--- config.mk ---
export PLATFORM = sky130hd
export DESIGN_NAME = seven_seg_scanner
export DESIGN_NICKNAME = d
export VERILOG_FILES = /design/src/rtl/seven_seg_scanner.sv
export SDC_FILE = /design/constraint.sdc
export NUM_CORES = 1
export LEC_CHECK = 0
export CORE_MARGIN = 2
export CORE_UTILIZATION = 25
export DETAILED_ROUTE_END_ITERATION = 16
export DONT_BUFFER_PORTS = 1
export GPL_ROUTABILITY_DRIVEN = 0
export PLACE_DENSITY = 0.48
export SYNTH_ARGS = -nofsm -noshare
export SYNTH_HDL_FRONTEND = slang
export SYNTH_SLANG_ARGS = --single-unit
export TNS_END_PERCENT = 30
--- constraint.sdc ---
create_clock -name clk -period 4.6 [get_ports clk]
set_input_delay 0.92 -clock clk [delete_from_list [all_inputs] [get_ports clk]]
set_output_delay 0.92 -clock clk [all_outputs]
set_load 0.02 [all_outputs]
--- src/rtl/seven_seg_scanner.sv ---
`default_nettype none
// ============================================================================
// Module   : seven_seg_scanner
// Purpose  : Multiplexed driver for NUM_DIGITS common-anode seven-segment
//            digits. An internal prescaler divides clk into digit slots; each
//            slot begins with an anode-off guard interval to suppress
//            ghosting. Provides per-digit decimal point, blink mask and forced
//            blank, plus an internal blink timebase counted in scan frames.
// Ports    : clk            system clock
//            rst            asynchronous reset, active-high
//            digits_i       nibble i = hex value of digit i (digit 0 rightmost)
//            dp_i           1 = decimal point lit on digit i
//            blink_mask_i   1 = digit i dark while blink_phase_o = 1
//            blank_i        1 = digit i forced dark (segments and dp)
//            seg_o          active-low segments, [7]=dp, [6:0]=g..a
//            an_o           active-low anodes, an_o[i] selects digit i
//            blink_phase_o  current blink half-period
//            frame_done_o   one-cycle pulse after the scan wraps to digit 0
// Options  : define SEG_LZB_EN to enable leading-zero blanking
// Revision : 1.0 - initial release
// ============================================================================
module seven_seg_scanner #(
  parameter int NUM_DIGITS   = 4,
  parameter int REFRESH_DIV  = 100000,
  parameter int GUARD_CYCLES = 2,
  parameter int BLINK_FRAMES = 125
) (
  input  logic                    clk,
  input  logic                    rst,
  input  logic [4*NUM_DIGITS-1:0] digits_i,
  input  logic [NUM_DIGITS-1:0]   dp_i,
  input  logic [NUM_DIGITS-1:0]   blink_mask_i,
  input  logic [NUM_DIGITS-1:0]   blank_i,
  output logic [7:0]              seg_o,
  output logic [NUM_DIGITS-1:0]   an_o,
  output logic                    blink_phase_o,
  output logic                    frame_done_o
);

  localparam int c_IDX_W = (NUM_DIGITS > 1) ? $clog2(NUM_DIGITS) : 1;
  localparam int c_PRE_W = $clog2(REFRESH_DIV);
  localparam int c_FRM_W = (BLINK_FRAMES > 1) ? $clog2(BLINK_FRAMES) : 1;

  localparam logic [c_IDX_W-1:0] c_LAST_IDX = c_IDX_W'(NUM_DIGITS - 1);
  localparam logic [c_PRE_W-1:0] c_PRE_LAST = c_PRE_W'(REFRESH_DIV - 1);
  localparam logic [c_PRE_W-1:0] c_GUARD    = c_PRE_W'(GUARD_CYCLES);
  localparam logic [c_FRM_W-1:0] c_FRM_LAST = c_FRM_W'(BLINK_FRAMES - 1);

  // Hex to active-low g..a pattern.
  function automatic logic [6:0] f_decode(input logic [3:0] v);
    logic [6:0] r;
    case (v)
      4'h0:    r = 7'h40;
      4'h1:    r = 7'h79;
      4'h2:    r = 7'h24;
      4'h3:    r = 7'h30;
      4'h4:    r = 7'h19;
      4'h5:    r = 7'h12;
      4'h6:    r = 7'h02;
      4'h7:    r = 7'h78;
      4'h8:    r = 7'h00;
      4'h9:    r = 7'h10;
      4'hA:    r = 7'h08;
      4'hB:    r = 7'h03;
      4'hC:    r = 7'h46;
      4'hD:    r = 7'h21;
      4'hE:    r = 7'h06;
      default: r = 7'h0E;
    endcase
    return r;
  endfunction

  // started_q is clear only between reset release and the first edge, which
  // opens the digit-0 slot without advancing the index or pulsing frame_done.
  logic                  started_q, started_d;
  logic [c_PRE_W-1:0]    presc_q, presc_d;
  logic [c_IDX_W-1:0]    idx_q, idx_d;
  logic [7:0]            seg_q, seg_d;
  logic [NUM_DIGITS-1:0] an_q, an_d;
  logic                  frame_done_q, frame_done_d;
  logic [c_FRM_W-1:0]    frm_q, frm_d;
  logic                  blink_q, blink_d;

  logic                  w_slot_start;
  logic                  w_an_on;
  logic [3:0]            w_nib;
  logic [7:0]            w_slot_seg;
  logic                  w_lead_blank;

  // Segment value for the digit that the next slot will show. Evaluated on
  // idx_d so the inputs are captured on the very edge that opens the slot.
  always_comb begin
    w_nib = digits_i[4*int'(idx_d) +: 4];
  end

`ifdef SEG_LZB_EN
  // Bit i set when nibble i and every more-significant nibble are zero.
  logic [NUM_DIGITS:0] w_zero_above;
  always_comb begin
    w_zero_above             = '0;
    w_zero_above[NUM_DIGITS] = 1'b1;
    for (int i = NUM_DIGITS - 1; i >= 0; i--) begin
      w_zero_above[i] = w_zero_above[i+1] && (digits_i[4*i +: 4] == 4'h0);
    end
  end
  assign w_lead_blank = (idx_d != '0) && w_zero_above[idx_d];
`else
  assign w_lead_blank = 1'b0;
`endif

  always_comb begin
    w_slot_seg = {~dp_i[idx_d], f_decode(w_nib)};
    if (blank_i[idx_d]) begin
      w_slot_seg = 8'hFF;
    end else if (blink_q && blink_mask_i[idx_d]) begin
      w_slot_seg = 8'hFF;
    end else if (w_lead_blank) begin
      // Suppressed digit may still show its own decimal point.
      w_slot_seg = {~dp_i[idx_d], 7'h7F};
    end
  end

  // Next-state logic for prescaler, scan index, outputs and blink timebase.
  always_comb begin
    started_d    = 1'b1;
    presc_d      = presc_q;
    idx_d        = idx_q;
    seg_d        = seg_q;
    frame_done_d = 1'b0;
    frm_d        = frm_q;
    blink_d      = blink_q;
    w_slot_start = 1'b0;

    if (!started_q) begin
      w_slot_start = 1'b1;
      presc_d      = '0;
    end else if (presc_q == c_PRE_LAST) begin
      w_slot_start = 1'b1;
      presc_d      = '0;
      idx_d        = (idx_q == c_LAST_IDX) ? '0 : idx_q + 1'b1;
      frame_done_d = (idx_q == c_LAST_IDX);
    end else begin
      presc_d = presc_q + 1'b1;
    end

    if (w_slot_start) begin
      seg_d = w_slot_seg;
    end

    // Blink state moves on the edge that samples the frame_done pulse; the
    // display only picks it up at the following slot start.
    if (frame_done_q) begin
      if (frm_q == c_FRM_LAST) begin
        frm_d   = '0;
        blink_d = ~blink_q;
      end else begin
        frm_d = frm_q + 1'b1;
      end
    end

    // Anode follows the prescaler value being loaded, so a zero guard lights
    // the anode together with the new segment pattern.
    w_an_on = (presc_d >= c_GUARD);
    for (int i = 0; i < NUM_DIGITS; i++) begin
      an_d[i] = !(w_an_on && (idx_d == c_IDX_W'(i)));
    end
  end

  always_ff @(posedge clk or posedge rst) begin
    if (rst) begin
      started_q    <= 1'b0;
      presc_q      <= '0;
      idx_q        <= '0;
      seg_q        <= 8'hFF;
      an_q         <= '1;
      frame_done_q <= 1'b0;
      frm_q        <= '0;
      blink_q      <= 1'b0;
    end else begin
      started_q    <= started_d;
      presc_q      <= presc_d;
      idx_q        <= idx_d;
      seg_q        <= seg_d;
      an_q         <= an_d;
      frame_done_q <= frame_done_d;
      frm_q        <= frm_d;
      blink_q      <= blink_d;
    end
  end

  assign seg_o         = seg_q;
  assign an_o          = an_q;
  assign blink_phase_o = blink_q;
  assign frame_done_o  = frame_done_q;

endmodule
`default_nettype wire

==> metrics.txt, run 1 <==
# TYPE chip_impl_metric gauge
chip_impl_metric{name="cts.hold.buffers_added",unit=""} 0
chip_impl_metric{name="max_slew.worst_pin.slew",unit="ps"} 873
chip_impl_metric{name="hold_viol_final",unit=""} 0
chip_impl_metric{name="start_util",unit="%"} 25.4
chip_impl_metric{name="timing.clock.skew",unit="ps"} 8.61
chip_impl_info{name="run_status",value="finished, final reports clean"} 1
chip_impl_metric{name="syn_area",unit="um^2"} 2600
chip_impl_metric{name="yosys_register_bits",unit=""} 41
chip_impl_metric{name="portBuffers",unit=""} 0
chip_impl_metric{name="antenna_violations_before_repair",unit=""} 0
chip_impl_metric{name="worst-path-max-fanout",unit=""} 9
chip_impl_metric{name="cts.sink_count",unit=""} 41
chip_impl_info{name="endpoint_kind",value="register"} 1
chip_impl_metric{name="drc",unit=""} 0
chip_impl_metric{name="detail_route.wl_per_cell",unit="um"} 14.7
chip_impl_metric{name="register_to_register_path_setup_slack",unit="ps"} 560
chip_impl_metric{name="drt_pre_antenna_iters",unit=""} 4
chip_impl_metric{name="design.final.nets",unit=""} 315
chip_impl_metric{name="placement.cell_area",unit="um^2"} 2730
chip_impl_metric{name="fraction_of_final_layout_cells_sized_beyond_drive_strength_1",unit="%"} 13.1
chip_impl_info{name="holdCritPathClass",value="register to register"} 1
chip_impl_metric{name="initialDrtViolationCount",unit=""} 176
chip_impl_metric{name="postRouteAntennaNets",unit=""} 0
chip_impl_metric{name="swShare",unit="%"} 27.2
chip_impl_metric{name="power.leakage",unit="uW"} 0.00126
chip_impl_metric{name="grt.overflow.total",unit=""} 0
chip_impl_metric{name="synth.distinct_cells",unit=""} 46
chip_impl_metric{name="crit_arrival",unit="ps"} 4270
chip_impl_metric{name="combPwrFrac",unit="%"} 9.8
chip_impl_metric{name="max_cap_violations",unit=""} 0
chip_impl_metric{name="synth_top_area_share",unit="%"} 27.9
chip_impl_metric{name="rows",unit=""} 37
chip_impl_metric{name="worst_ir_drop_on_vdd",unit="mV"} 0.150
chip_impl_metric{name="global_route.usage.total",unit="%"} 11.4
chip_impl_metric{name="power_per_cell_area",unit="nW/um^2"} 249
chip_impl_metric{name="cp_data_required_time",unit="ps"} 4830
chip_impl_metric{name="post-route-cell-area",unit="um^2"} 2820
chip_impl_metric{name="floorplan.die.height",unit="um"} 106
chip_impl_metric{name="finalCriticalPeriod",unit="ps"} 4040
chip_impl_metric{name="via_per_inst",unit=""} 4.66
chip_impl_metric{name="synth_cells",unit=""} 277
chip_impl_metric{name="path_clk_slew",unit="ps"} 90
chip_impl_metric{name="syn_area_per_cell",unit="um^2"} 9.39
chip_impl_metric{name="vias_in_the_first_global_route",unit=""} 1932
chip_impl_info{name="crit_path_class",value="register to register"} 1
chip_impl_metric{name="fin_tns_setup",unit="ps"} 0
chip_impl_metric{name="pin_count",unit=""} 44
chip_impl_info{name="tritoncts_clock_tree",value="yes"} 1
chip_impl_metric{name="switching_power",unit="uW"} 191
chip_impl_metric{name="power.share.clock",unit="%"} 33.5
chip_impl_info{name="synthDominantAreaCellType",value="sky130_fd_sc_hd__dfrtp_1"} 1
chip_impl_info{name="worstSetupStartpointType",value="register"} 1
chip_impl_metric{name="route.vias.total",unit=""} 1914
chip_impl_metric{name="maxClockFrequency",unit="GHz"} 0.247
chip_impl_metric{name="synth-warning-count",unit=""} 0
chip_impl_metric{name="grt_first_pass_wirelength",unit="um"} 10200
chip_impl_metric{name="grt_max_degree",unit=""} 27
chip_impl_info{name="min_from",value="frm_q[6]"} 1
chip_impl_info{name="worst_r2r_startpoint",value="presc_q[6]"} 1
chip_impl_metric{name="cts_max_level",unit=""} 2
chip_impl_metric{name="finalMaxSlewViolations",unit=""} 0
chip_impl_metric{name="die_w",unit="um"} 106
chip_impl_metric{name="post_cts_buffers",unit=""} 0
chip_impl_metric{name="num_antenna_cells",unit=""} 0
chip_impl_metric{name="total_power",unit="uW"} 702
chip_impl_metric{name="placeableCoreArea",unit="um^2"} 10200
chip_impl_metric{name="asyncSetResetFlopFracSynth",unit="%"} 100
chip_impl_metric{name="synth-edff-count",unit=""} 0
chip_impl_metric{name="maxSlewHeadroom",unit="%"} 41.8
chip_impl_metric{name="totalWireLength",unit="um"} 6030
chip_impl_info{name="cts_root_cell",value="sky130_fd_sc_hd__clkbuf_8"} 1
chip_impl_metric{name="part_of_the_cycle_the_worst_path_needs",unit="%"} 87.9
chip_impl_metric{name="half_perimeter_wire_length_after_detailed_placement",unit="um"} 4530
chip_impl_info{name="synth.area.top_cells",value="sky130_fd_sc_hd__dfrtp_1 28%, sky130_fd_sc_hd__dfstp_2 12%, sky130_fd_sc_hd__ha_1 5.3%"} 1
chip_impl_info{name="unrepaired_setup_endpoints_after_global_routing",value="no"} 1
chip_impl_metric{name="internal-power",unit="uW"} 511
chip_impl_metric{name="power_frac_seq",unit="%"} 56.8
chip_impl_metric{name="clkLatencyLatePin",unit="ps"} 290
chip_impl_info{name="worstSetupStartpoint",value="presc_q[6]"} 1
chip_impl_metric{name="area_delta_synth_final",unit="%"} 8.37
chip_impl_metric{name="die_area",unit="um^2"} 11200
chip_impl_info{name="dominantRegCellSynth",value="sky130_fd_sc_hd__dfrtp_1"} 1
chip_impl_metric{name="total_cts_buffers",unit=""} 5
chip_impl_metric{name="cts_resized",unit=""} 0
chip_impl_metric{name="syn_nets",unit=""} 318
chip_impl_metric{name="seq_area_frac_synth",unit="%"} 40.0
chip_impl_metric{name="max-clock-path-buffers",unit=""} 2
chip_impl_metric{name="final_setup_violating_endpoints",unit=""} 0
==> sequential cells by signal (all words and copies together), names as in the netlist <==
signal         cells
presc_q           17
seg_o              8
frm_q              7
an_o               4
idx_q              2
blink_phase_o      1
frame_done_o       1
started_q          1
==> area by class of cell <==
| type | count | area [um^2] |
|---|---|---|
| fill | 1069 | 7410 |
| sequential | 41 | 1040 |
| inverter | 13 | 61.3 |
| clock inverter | 3 | 17.5 |
| tap | 136 | 170 |
| timing repair buffer | 5 | 37.5 |
| clock buffer | 5 | 68.8 |
| multi-input combinational | 208 | 1420 |
==> power by group through the flow <==
stage                     Combinational, uW  Sequential, uW  Clock, uW
final                                  68.5             399        235
after global routing                   78.5             400        264
after CTS                              69.9             399        248
after detailed placement               69.3             406          0
after global placement                 69.7             406          0
after floorplan                        54.2             402          0
==> cells by family (layout without fill, tap and decap cells) <==
family                   Yosys count  in the layout  synth area share (%)
AND/OR/NAND/NOR                  118            118                  24.0
flip-flops                        41             41                  40.0
AO/OA/AOI/OAI                     36             36                  9.34
buffers and inverters             28             26                  5.29
XOR/XNOR                          23             23                  7.75
multiplexers                      19             19                  8.18
adder cells (fa/ha/maj)           11             11                  5.29
other                              1              1                 0.144
==> per-stage QoR <==
| stage | setup WS (ps) | hold WS (ps) | utilization [%] | std cells |
|---|---|---|---|---|
| 2_1_floorplan | 824 | 449 | - | 277 |
| 3_3_place_gp | 609 | 474 | 26.7 | 403 |
| 3_5_place_dp | 550 | 480 | 26.7 | 403 |
| 4_1_cts | 531 | 492 | 27.5 | 411 |
| 5_1_grt | 220 | 512 | 27.5 | 411 |
| 6_report | 557 | 483 | 27.5 | 411 |
==> metal layers <==
| layer | wire length, um | track usage, % | vias up |
|---|---|---|---|
| li1 | - | - | 967 |
| met1 | 2950 | 15.9 | 909 |
| met2 | 2710 | 17.6 | 34 |
| met3 | 289 | 2.64 | 4 |
| met4 | 78 | 3.67 | 0 |
| met5 | 0 | 0 | - |
==> final timing paths <==
kind / end / depth (start not counted)
worst max-delay path: seg_o[0] / 10
worst min-delay path: frm_q[6] / 1
worst max register to register: seg_o[0] / 10
worst min register to register: frm_q[6] / 1
max in group asynchronous: seg_o[3] / 2
min in group asynchronous: presc_q[14] / 1
==> synthesized netlist by cell type, types with 3 or more instances <==
cell type and n:
sky130_fd_sc_hd__o22a_1 3, sky130_fd_sc_hd__and3_1 16, sky130_fd_sc_hd__nand3_1 10, sky130_fd_sc_hd__mux2_2 4, sky130_fd_sc_hd__nand2_1 21, sky130_fd_sc_hd__inv_1 12, sky130_fd_sc_hd__dfrtp_1 29, sky130_fd_sc_hd__or3_1 5
sky130_fd_sc_hd__and3b_1 3, sky130_fd_sc_hd__nor4_1 3, sky130_fd_sc_hd__xor2_1 15, sky130_fd_sc_hd__buf_2 4, sky130_fd_sc_hd__ha_1 11, sky130_fd_sc_hd__a31oi_1 5, sky130_fd_sc_hd__o21ai_0 14, sky130_fd_sc_hd__nor2_1 32
sky130_fd_sc_hd__xnor2_1 8, sky130_fd_sc_hd__nand4_1 9, sky130_fd_sc_hd__dfstp_2 12, sky130_fd_sc_hd__nor3_1 7, sky130_fd_sc_hd__mux2i_1 13, sky130_fd_sc_hd__clkbuf_1 8, sky130_fd_sc_hd__a21oi_1 3, sky130_fd_sc_hd__nor3b_1 3
==> cell usage in the layout (no fill, tap or decap), types with 5 or more instances in the layout <==
cell type and count:
sky130_fd_sc_hd__nor2_1 32, sky130_fd_sc_hd__dfstp_2 12, sky130_fd_sc_hd__or3_1 5, sky130_fd_sc_hd__clkbuf_8 5
sky130_fd_sc_hd__nor3_1 7, sky130_fd_sc_hd__ha_1 11, sky130_fd_sc_hd__nand2_1 21, sky130_fd_sc_hd__o21ai_0 14
sky130_fd_sc_hd__a31oi_1 5, sky130_fd_sc_hd__and3_1 16, sky130_fd_sc_hd__nand3_1 10, sky130_fd_sc_hd__xnor2_1 8
sky130_fd_sc_hd__nand4_1 9, sky130_fd_sc_hd__buf_4 5, sky130_fd_sc_hd__mux2i_1 13, sky130_fd_sc_hd__dfrtp_1 29
sky130_fd_sc_hd__xor2_1 15, sky130_fd_sc_hd__inv_1 12
==> critical path, stage by stage (launching register included) <==
cell                      delay (ps)
sky130_fd_sc_hd__dfrtp_1         440
sky130_fd_sc_hd__or4b_4          570
sky130_fd_sc_hd__or4_4           560
sky130_fd_sc_hd__or3_1           450
sky130_fd_sc_hd__o21a_1          440
sky130_fd_sc_hd__mux2i_1         200
sky130_fd_sc_hd__mux2_2          360
sky130_fd_sc_hd__ha_1            230
sky130_fd_sc_hd__or4_1           520
sky130_fd_sc_hd__a31oi_1         140
sky130_fd_sc_hd__nor2_1           70
Note: power is estimated with default switching activity, not from simulation.
==> run 2, diff against run 1 <==
--- a/config.mk
+++ b/config.mk
@@ -14,4 +14,4 @@
 export SYNTH_ARGS = -nofsm -noshare
 export SYNTH_HDL_FRONTEND = slang
 export SYNTH_SLANG_ARGS = --single-unit
-export TNS_END_PERCENT = 30
+export TNS_END_PERCENT = 20
==> constraint.sdc (replaced) <==
create_clock -name clk -period 5 [get_ports clk]
set_input_delay 1 -clock clk [delete_from_list [all_inputs] [get_ports clk]]
set_output_delay 1 -clock clk [all_outputs]
set_load 0.02 [all_outputs]
==> run 2 against run 1 <==
Net effect: routed wire length increased by 0.93%; clock power shrank 4%; non-clock buffer count down 2; maximum frequency decreased by 7.2%; final cell count fell by 0.49%; design area down 0.40%; count of clock-buffer cells in the layout up 3; critical endpoint unchanged.
==> metrics.txt, run 2 (synthesis gave the netlist of run 1 again) <==
# TYPE chip_impl_metric gauge
chip_impl_metric{name="total_power",unit="uW"} 654
chip_impl_metric{name="drc",unit=""} 0
chip_impl_metric{name="largest_reg_flops",unit=""} 17
chip_impl_metric{name="finalMaxSlewViolations",unit=""} 0
chip_impl_metric{name="area_delta_synth_final",unit="%"} 7.94
chip_impl_metric{name="detail_route.wl_per_cell",unit="um"} 14.9
chip_impl_metric{name="cts_resized",unit=""} 0
chip_impl_info{name="crit_path_class",value="register to register"} 1
chip_impl_metric{name="final.hold.worst_slack",unit="ps"} 488
chip_impl_metric{name="clkLatencyLatePin",unit="ps"} 290
chip_impl_metric{name="final_setup_violating_endpoints",unit=""} 0
chip_impl_info{name="reg2reg_to",value="seg_o[0]"} 1
chip_impl_metric{name="totalWireLength",unit="um"} 6080
chip_impl_metric{name="max_slew.worst_pin.slew",unit="ps"} 618
chip_impl_metric{name="worst-path-max-fanout",unit=""} 9
chip_impl_metric{name="cp_data_required_time",unit="ps"} 5220
chip_impl_metric{name="grt.overflow.total",unit=""} 0
chip_impl_info{name="endpoint_kind",value="register"} 1
chip_impl_metric{name="hold_viol_final",unit=""} 0
chip_impl_info{name="most-common-layout-cells",value="32 x sky130_fd_sc_hd__nor2_1, 29 x sky130_fd_sc_hd__dfrtp_1, 21 x sky130_fd_sc_hd__nand2_1"} 1
chip_impl_info{name="ordered_list_of_cells_on_the_worst_path",value="or4b_4 -> or4_4 -> o21ai_0 -> o21a_1 -> clkinv_8 -> and3_1 -> a31oi_1 -> inv_1 -> ha_1 -> or4_1 -> a31oi_1 -> nor2_1"} 1
chip_impl_info{name="critical_path_destination",value="seg_o[0]"} 1
chip_impl_metric{name="global_route.usage.total",unit="%"} 11.4
chip_impl_metric{name="nFillCells",unit=""} 1076
chip_impl_metric{name="pin_count",unit=""} 44
chip_impl_metric{name="path_clk_slew",unit="ps"} 80
chip_impl_metric{name="initialDrtViolationCount",unit=""} 83
chip_impl_metric{name="power.leakage",unit="uW"} 0.00125
chip_impl_metric{name="fin_tns_setup",unit="ps"} 0
chip_impl_info{name="critPathSlowestCell",value="sky130_fd_sc_hd__or4b_4"} 1
chip_impl_metric{name="design.final.nets",unit=""} 313
chip_impl_metric{name="fraction_of_final_layout_cells_sized_beyond_drive_strength_1",unit="%"} 11.7
chip_impl_metric{name="cts.sink_count",unit=""} 41
chip_impl_info{name="max_flop_register",value="presc_q"} 1
chip_impl_metric{name="route.vias.total",unit=""} 1916
chip_impl_metric{name="power_per_cell_area",unit="nW/um^2"} 233
chip_impl_metric{name="max_cap_violations",unit=""} 0
chip_impl_metric{name="worst_ir_drop_on_vdd",unit="mV"} 0.0989
chip_impl_info{name="worstSetupStartpoint",value="presc_q[6]"} 1
chip_impl_info{name="run_status",value="finished, final reports clean"} 1
chip_impl_info{name="layout.cells.most_common",value="sky130_fd_sc_hd__nor2_1"} 1
chip_impl_info{name="tritoncts_clock_tree",value="yes"} 1
chip_impl_info{name="unrepaired_setup_endpoints_after_global_routing",value="no"} 1
chip_impl_metric{name="via_per_inst",unit=""} 4.68
chip_impl_metric{name="register_to_register_path_setup_slack",unit="ps"} 640
chip_impl_info{name="worst_r2r_startpoint",value="presc_q[6]"} 1
chip_impl_info{name="critical_path.most_common_cell",value="sky130_fd_sc_hd__a31oi_1"} 1
chip_impl_metric{name="maxSlewHeadroom",unit="%"} 57.6
chip_impl_metric{name="grt_first_pass_wirelength",unit="um"} 10200
chip_impl_metric{name="ff2ff_path_depth",unit=""} 12
chip_impl_metric{name="max-clock-path-buffers",unit=""} 2
chip_impl_metric{name="die_w",unit="um"} 106
chip_impl_info{name="cts_root_cell",value="sky130_fd_sc_hd__clkbuf_8"} 1
chip_impl_metric{name="crit_arrival",unit="ps"} 4570
chip_impl_metric{name="maxClockFrequency",unit="GHz"} 0.229
chip_impl_metric{name="post_cts_buffers",unit=""} 0
chip_impl_metric{name="total_cts_buffers",unit=""} 5
chip_impl_info{name="worstSetupStartpointType",value="register"} 1
chip_impl_metric{name="timing.clock.skew",unit="ps"} 8.49
chip_impl_metric{name="start_util",unit="%"} 25.4
chip_impl_metric{name="cts.hold.buffers_added",unit=""} 0
chip_impl_metric{name="drt_pre_antenna_iters",unit=""} 4
chip_impl_info{name="holdCritPathClass",value="register to register"} 1
chip_impl_metric{name="num_antenna_cells",unit=""} 0
chip_impl_metric{name="placeableCoreArea",unit="um^2"} 10200
chip_impl_metric{name="rows",unit=""} 37
chip_impl_metric{name="half_perimeter_wire_length_after_detailed_placement",unit="um"} 4590
chip_impl_metric{name="floorplan.die.height",unit="um"} 106
chip_impl_metric{name="antenna_violations_before_repair",unit=""} 0
chip_impl_metric{name="grt_max_degree",unit=""} 42
chip_impl_metric{name="vias_in_the_first_global_route",unit=""} 1918
chip_impl_metric{name="finalCriticalPeriod",unit="ps"} 4360
chip_impl_metric{name="max_stage_delay",unit="ps"} 570
chip_impl_metric{name="die_area",unit="um^2"} 11200
chip_impl_metric{name="postRouteAntennaNets",unit=""} 0
chip_impl_metric{name="part_of_the_cycle_the_worst_path_needs",unit="%"} 87.2
chip_impl_metric{name="cts_max_level",unit=""} 2
chip_impl_metric{name="portBuffers",unit=""} 0
## run 2: worst min-delay path by stage
stage	start	to	slack (ps)	depth (start not counted)
finish	frm_q[6]	frm_q[6]	490	1
global route	presc_q[0]	presc_q[0]	510	1
CTS	presc_q[0]	presc_q[0]	490	1
detailed placement	presc_q[0]	presc_q[0]	470	1
global placement	frm_q[6]	frm_q[6]	470	1
floorplan	frm_q[6]	frm_q[6]	450	1
## run 2: cell type report
class	count	area, um^2	share of cell area, %
repair buffers	3	22.5	0.802
clock buffers	8	90.1	3.21
flip-flops and latches	41	1040	37.1
inverters	13	61.3	2.18
multi-input cells	208	1420	50.6
well taps	136	170	6.06
## run 2: metrics by stage
| step | instances | cell area, um^2 | utilization [%] | setup WS (ps) |
|---|---|---|---|---|
| floorplan | 277 | 2600 | - | 1220 |
| global placement | 401 | 2720 | 26.6 | 748 |
| detailed placement | 401 | 2720 | 26.6 | 647 |
| CTS | 409 | 2810 | 27.4 | 617 |
| global route | 409 | 2810 | 27.4 | 207 |
| finish | 409 | 2810 | 27.4 | 642 |
## run 2: where the power goes
part | leakage, uW | switching (uW) | total (uW) | internal [uW]
clock network | 0.0000455 | 112 | 225 | 113
registers | 0.000527 | 18.4 | 367 | 348
logic | 0.000682 | 37.6 | 62.7 | 25.1
total | 0.00125 | 168 | 654 | 486
## run 2: worst max-delay path: cells and delay by family (launching register included)
family                     cells  cell delay, ps
DFF                            1             440
and+or+nand+nor                5            1890
buffers and inverters          2             310
adders and majority gates      1             270
AOI/OAI and AO/OA              4            1360
## run 2: metal layers
| layer | global-route usage (%) | vias to the layer above | wire [um] |
|---|---|---|---|
| met4 | 3.57 | 0 | 65 |
| met3 | 3.43 | 4 | 339 |
| li1 | - | 970 | - |
| met2 | 17.1 | 39 | 2710 |
| met5 | 0 | - | 0 |
| met1 | 15.6 | 903 | 2970 |
